**src/rtl/word_serial_tx.sv**
```systemverilog
// ---------------------------------------------------------------------------
// word_serial_tx
// Sends a parallel word out on one serial line. Each frame is a low start
// bit, the data bits LSB first, and a high stop bit. The line idles high.
// The partner receiver rebuilds the word for LED/HEX display.
//
// Optional build macro: WORD_SERIAL_TX_PARITY_EN
//   When defined, an even-parity bit (XOR of the latched word) is sent
//   between the last data bit and the stop bit.
//
// Parameters:
//   WIDTH         data word width in bits (1..16)
//   CLKS_PER_BIT  clk cycles per serial bit (minimum 2)
//
// Ports:
//   clk      in   system clock
//   reset_n  in   asynchronous active-low reset
//   en       in   global enable; low freezes the bit timer and the FSM
//   load     in   level request to send data_in
//   data_in  in   word to send (WIDTH bits)
//   ready    out  high in IDLE while en=1; a frame starts on ready & load
//   busy     out  high from acceptance until the stop bit ends
//   tx       out  serial line, idle high
//   bit_idx  out  index of the data bit on tx; 0 outside DATA
//   done     out  one-cycle pulse on the last cycle of the stop bit
// ---------------------------------------------------------------------------
module word_serial_tx #(
    parameter int WIDTH        = 5,
    parameter int CLKS_PER_BIT = 5000000
) (
    input  logic             clk,
    input  logic             reset_n,
    input  logic             en,
    input  logic             load,
    input  logic [WIDTH-1:0] data_in,
    output logic             ready,
    output logic             busy,
    output logic             tx,
    output logic [3:0]       bit_idx,
    output logic             done
);

    localparam int            TW       = (CLKS_PER_BIT > 1) ? $clog2(CLKS_PER_BIT) : 1;
    localparam logic [TW-1:0] TC       = TW'(CLKS_PER_BIT - 1);
    localparam logic [3:0]    LAST_IDX = 4'(WIDTH - 1);

`ifdef WORD_SERIAL_TX_PARITY_EN
    typedef enum logic [2:0] {S_IDLE, S_START, S_DATA, S_PARITY, S_STOP} state_t;
`else
    typedef enum logic [2:0] {S_IDLE, S_START, S_DATA, S_STOP} state_t;
`endif

    state_t           r_state, w_state_next;
    logic [TW-1:0]    r_timer, w_timer_next;
    logic [WIDTH-1:0] r_shift, w_shift_next;
    logic [3:0]       r_bit_idx, w_bit_idx_next;
    logic             r_tx, w_tx_next;
    logic             r_busy;
    logic             r_live;
    logic             w_ready;
    logic             w_tc;
    logic             w_done;
`ifdef WORD_SERIAL_TX_PARITY_EN
    logic             r_parity, w_parity_next;
`endif

    // r_live keeps ready low until the first clock edge after reset release,
    // since the FSM already sits in IDLE while reset is held.
    assign w_ready = r_live && en && (r_state == S_IDLE);
    assign w_tc    = (r_timer == TC);

    // Next-state logic. Nothing moves while en is low, so the frame resumes
    // exactly where it paused. tx is derived from the next state so the
    // registered line changes on the same edge as the state.
    always_comb begin
        w_state_next   = r_state;
        w_timer_next   = r_timer;
        w_shift_next   = r_shift;
        w_bit_idx_next = r_bit_idx;
        w_done         = 1'b0;
`ifdef WORD_SERIAL_TX_PARITY_EN
        w_parity_next  = r_parity;
`endif
        if (en) begin
            case (r_state)
                S_IDLE: begin
                    if (w_ready && load) begin
                        w_state_next  = S_START;
                        w_timer_next  = '0;
                        w_shift_next  = data_in;
`ifdef WORD_SERIAL_TX_PARITY_EN
                        w_parity_next = ^data_in;
`endif
                    end
                end
                S_START: begin
                    w_timer_next = w_tc ? '0 : r_timer + TW'(1);
                    if (w_tc) w_state_next = S_DATA;
                end
                S_DATA: begin
                    w_timer_next = w_tc ? '0 : r_timer + TW'(1);
                    if (w_tc) begin
                        w_shift_next = r_shift >> 1;
                        if (r_bit_idx == LAST_IDX) begin
                            w_bit_idx_next = '0;
`ifdef WORD_SERIAL_TX_PARITY_EN
                            w_state_next   = S_PARITY;
`else
                            w_state_next   = S_STOP;
`endif
                        end else begin
                            w_bit_idx_next = r_bit_idx + 4'd1;
                        end
                    end
                end
`ifdef WORD_SERIAL_TX_PARITY_EN
                S_PARITY: begin
                    w_timer_next = w_tc ? '0 : r_timer + TW'(1);
                    if (w_tc) w_state_next = S_STOP;
                end
`endif
                S_STOP: begin
                    w_timer_next = w_tc ? '0 : r_timer + TW'(1);
                    if (w_tc) begin
                        w_state_next = S_IDLE;
                        w_done       = 1'b1;
                    end
                end
                default: w_state_next = S_IDLE;
            endcase
        end

        case (w_state_next)
            S_START:  w_tx_next = 1'b0;
            S_DATA:   w_tx_next = w_shift_next[0];
`ifdef WORD_SERIAL_TX_PARITY_EN
            S_PARITY: w_tx_next = w_parity_next;
`endif
            default:  w_tx_next = 1'b1;
        endcase
    end

    // State register; reset aborts any frame and forces the line high at once.
    always_ff @(posedge clk or negedge reset_n) begin
        if (!reset_n) begin
            r_state   <= S_IDLE;
            r_timer   <= '0;
            r_shift   <= '0;
            r_bit_idx <= '0;
            r_tx      <= 1'b1;
            r_busy    <= 1'b0;
            r_live    <= 1'b0;
`ifdef WORD_SERIAL_TX_PARITY_EN
            r_parity  <= 1'b0;
`endif
        end else begin
            r_state   <= w_state_next;
            r_timer   <= w_timer_next;
            r_shift   <= w_shift_next;
            r_bit_idx <= w_bit_idx_next;
            r_tx      <= w_tx_next;
            r_busy    <= (w_state_next != S_IDLE);
            r_live    <= 1'b1;
`ifdef WORD_SERIAL_TX_PARITY_EN
            r_parity  <= w_parity_next;
`endif
        end
    end

    assign ready   = w_ready;
    assign busy    = r_busy;
    assign tx      = r_tx;
    assign bit_idx = r_bit_idx;
    assign done    = w_done;

endmodule

```
**config.mk**
```make
export PLATFORM = sky130hd
export DESIGN_NAME = word_serial_tx
export DESIGN_NICKNAME = d
export VERILOG_FILES = /design/src/rtl/word_serial_tx.sv
export SDC_FILE = /design/constraint.sdc
export NUM_CORES = 1
export LEC_CHECK = 0
export ABC_AREA = 1
export BUFFER_PORTS_ARGS = -buffer_cell sky130_fd_sc_hd__buf_4
export CORE_MARGIN = 10
export CORE_UTILIZATION = 30
export DETAILED_ROUTE_END_ITERATION = 10
export GPL_TIMING_DRIVEN = 1
export PLACE_DENSITY = 0.43
export SLEW_MARGIN = 5
export SYNTH_ARGS = -nofsm -noshare
export SYNTH_HDL_FRONTEND = slang
export SYNTH_SLANG_ARGS = --single-unit
```
**constraint.sdc**
```tcl
create_clock -name clk -period 1.65 [get_ports clk]
set_input_delay 0.165 -clock clk [delete_from_list [all_inputs] [get_ports clk]]
set_output_delay 0.165 -clock clk [all_outputs]
set_load 0.05 [all_outputs]
```
Word level (Yosys, flattened, before mapping)
Index checks and enable logic that the tools add are counted. W data, S select, Z words.

Flip-flop bits (word level): 38. Input bits: 9. Output and inout bits: 8. Word-level logic and storage cells: 49.

Add/subtract/negate cells: 2. Equality and inequality tests: 9. Multiplexer cells: 19. Reduce and logical (&&, ||, !) cells: 11.

Operator list (count): $mux W23 (2); $pmux W23 S2 (1); $add A23 B1 Y23 const B (1); $eq A23 B23 Y1 const B (1); $mux W3 (6); $pmux W3 S4 (1); $mux W5 (2); $pmux W5 S2 (1); $eq A3 B2 Y1 const B (3); $eq A3 B1 Y1 const B (2); $reduce_and A3 Y1 (2); $add A4 B1 Y4 const B (1); $eq A4 B3 Y1 const B (1); $mux W1 (4); $mux W4 (1); $reduce_and A4 Y1 (1); $reduce_bool A2 Y1 (2); $logic_and A1 B1 Y1 (3); $logic_not A3 Y1 (1); $reduce_bool A3 Y1 (1); $reduce_or A3 Y1 (1); $ne A2 B1 Y1 const B (1); $ne A2 B2 Y1 const B (1); $pmux W1 S2 (1).

Longest topological paths before layout
Depth after elaboration: 8. Mapped depth: 13. Mapped depth without buffers: 13.

Least setup slack after synthesis
OpenSTA, ideal clock, no wires.

Path kind: register to output. Start: register r_timer[0]. End: output port done. Data arrival time: 2.374 ns. Data required time: 1.485 ns. Setup slack: -0.889 ns. Cell stages (with the launch flop): 6. Buffers on the path: 0. Cells stage by stage: dfrtp_1 ha_1 nand3_2 nor2_1 nand3_2 nor4_1.

Cells in the longest elaborated chain, start to end: 4.

RTL lines: start: declaration (line 54) `logic [TW-1:0] r_timer, w_timer_next;`; start signal: assignment (line 158) `r_timer <= w_timer_next;`; $eq A23 B23 Y1 (line 70) `assign w_tc = (r_timer == TC);`; $mux W1 (line 124) `if (w_tc) begin`; $mux W1 (line 85) `case (r_state)`; $mux W1 (line 84) `if (en) begin`; end: declaration (line 40) `output logic done`.

No other way between the ends.

Worst setup path after layout
Start: register r_timer[5]. End: output port done.

The elaborated chain is that of the path after synthesis.

==> flow_summary.toml <==
[clock_network]
root_buffer = "clkbuf_8"
clkLatencyLatePin_ps = 300
h-tree-depth = 2
path_clk_slew_ps = 80
cts.path.max_buffers = 2
cts_tree = "done"
numCtsBuffers = 5
clock_sinks = 38

[drt]
postRouteWirelength_mm = 6.25
wl_per_cell_um = 13.3
first_pass_iters = 4
drc = 0
dr.first_iter.drc_count = 40
vias = 2121
postRouteAntennaNets = 0
avgViaCountPerCell = 4.50

[floorplanning]
die_area_sq_mm = 0.0115
core_area_sq_mm = 0.00733
io_pins = 17
start_util_pct = 31.3
die_y_um = 107
placementRows = 31
die_w_um = 107

[placement]
dp.final_hpwl_mm = 4.61
gp_congestion = 0.797
io_buffer_count = 16
dp_slack_ps = -62.0

[yosys]
ys_seq_area_share_pct = 41.5
syn-num-nets = 307
ys_warn_count = 0
avgSynthCellArea_sq_um = 7.77
yosys_register_bits = 38
synth_cell_types = 38
synth_area_sq_mm = 0.00229
synth_cells = 295

[worst_setup_path]
worstPathArrival_ps = 1640
cp-start-kind = "flop"
cp-end-kind = "output pin"
r2r_start = "r_timer[5]"
worstReg2RegEnd = "r_shift[1]"
rrSetupSlack_ps = -50
crit_fanout = 4
critPathKind = "reg -> out"
crit_path_start = "r_timer[5]"
required_ps = 1480
ff2ff_path_depth = 10
crit_end = "done"

[grt]
overflow = 0
grt_max_degree = 39
grt_pass1_vias = 2103
antenna_found_initial = 0
grt_pass1_wl_mm = 10.4
grt_use_total_pct = 11.2

[pwr]
p_comb_share_pct = 28.0
intPower_mw = 1.62
finalPower_mw = 2.42
power.density_mw_per_mm2 = 699
switching_share_pct = 33.0
switchingPower_mw = 0.799
peakVddDrop_v = 0.000294
pwr-share-seq_pct = 43.0
p_leak_nw = 1.59
clock_power_share_pct = 29.0

[min_path]
hp-class = "in -> reg"

[sta]
worst_pin_slew_ps = 515
layout_setup_ws_ps = -154
finalCriticalPeriod_ps = 1800
rsz0062_at_grt = "yes"
relSlewSlack_pct = 65.7
setup_viol = 9
finalHoldViolCount = 0
fmaxAchievable_ghz = 0.554
finClkSkew_ps = 8.42
slew_violations = 0
fin_crit_sh_pct = 109
hold_slack_ps = 77.9

[cells_and_area]
layout_common_cells = "buf_4 (61), nand2_1 (46), inv_1 (35)"
final_common_cell = "buf_4"
antenna_cells = 0
fillers = 729
num-nets-final = 383
synthToLayoutAreaGrowth_pct = 50.9
layout-drive-gt1-share_pct = 45.4

[job]
cap_violations = 0

[run_status]
status = "finished, violations left"
violations = "setup timing"
-- repair_timing --
| action | 4_1_cts | 5_1_grt |
|---|---|---|
| buffers inserted | 3 | 9 |
| pin swaps | 7 | 23 |
| endpoints found under the setup margin | 12 | 35 |
| hold buffers | 1 | 0 |
| resized for setup | 25 | 79 |
| hold endpoints to repair | 37 | 0 |
-- per-layer routing --
layer	vias up	track usage, %	share of wire (%)
met2	18	18.0	47
met3	6	2.63	3.1
met1	990	14.5	48
li1	1107	-	-
met4	0	3.15	1.1
met5	-	0	0
-- worst max-delay path, cell delays in order (launching register included) --
cell and delay (ps):
dfrtp_1 400, nand2_2 90, inv_2 60, nand2_2 60, nor2_4 130, nand3_2 110, buf_6 130, nor4_4 150
buf_6 200
-- registers in the layout, indices dropped and copies added (netlist names) --
register,flops
busy,1
tx,1
r_state,3
r_live,1
r_shift,5
r_timer,23
bit_idx,4
-- power groups by stage --
stage                     logic, mW  registers, mW  clock network (mW)
final                         0.677           1.04               0.701
after global routing          0.740           1.05               0.776
after CTS                     0.565           1.03               0.737
after detailed placement      0.548           1.05                   0
after global placement        0.548           1.05                   0
after floorplan               0.267           1.08                   0
-- worst min-delay path by stage --
stage / cells past startpoint / startpoint / slack (ps) / to
3_5_place_dp: 1 / reset_n / 190 / r_timer[2]
6_report: 3 / data_in[4] / 80 / r_shift[4]
2_1_floorplan: 0 / reset_n / -130 / bit_idx[0]
4_1_cts: 3 / data_in[4] / 70 / r_shift[4]
3_3_place_gp: 1 / reset_n / 190 / r_timer[3]
5_1_grt: 3 / data_in[4] / 80 / r_shift[4]
-- cell families after synthesis --
| kind of cell | after synthesis | share of synthesized area [%] |
|---|---|---|
| other | 1 | 0.164 |
| DFF | 38 | 41.5 |
| AOI/OAI and AO/OA | 38 | 9.27 |
| adders and majority gates | 3 | 1.64 |
| xor gates and xnor gates | 8 | 3.06 |
| buffers and inverters | 48 | 9.00 |
| and+or+nand+nor | 156 | 33.9 |
| muxes | 3 | 1.42 |
-- metrics by stage --
stage	util [%]	instances	instance area, sq um	setup TNS [ps]
after floorplan	-	295	2310	-28.5
after global placement	39.2	450	2880	-97.3
after detailed placement	39.2	450	2880	-277
after CTS	42.2	462	3090	-382
after global routing	47.2	471	3460	-2620
final	47.2	471	3460	-327
-- cells in the mapped netlist (all sizes together) --
cell / instances / share of area, %
nand2: 69 / 12
nor2: 46 / 9.4
inv: 45 / 7.7
dfrtp: 37 / 40
nand3: 20 / 5.2
o21ai: 18 / 3.9
a21oi: 11 / 2.4
nor3: 11 / 2.8
nand4: 6 / 2.6
xor2: 6 / 2.3
nor4: 4 / 1.4
a2bb2oi: 3 / 1.1
a31oi: 3 / 0.82
buf: 3 / 1.3
ha: 3 / 1.6
mux2: 2 / 0.98
o21a: 2 / 0.65
xnor2: 2 / 0.76
conb: 1 / 0.16
dfstp: 1 / 1.1
mux2i: 1 / 0.44
o31ai: 1 / 0.33
-- layout make-up --
type,instances,area [sq um],area share (%)
well taps,99,124,3.58
repair buffers,72,602,17.4
multi-input cells,209,1490,43.0
flip-flops and latches,38,956,27.6
clock inverters,2,12.5,0.362
clock buffers,6,82.6,2.39
inverters,45,195,5.64
Note: power is estimated with default switching activity, not from simulation.
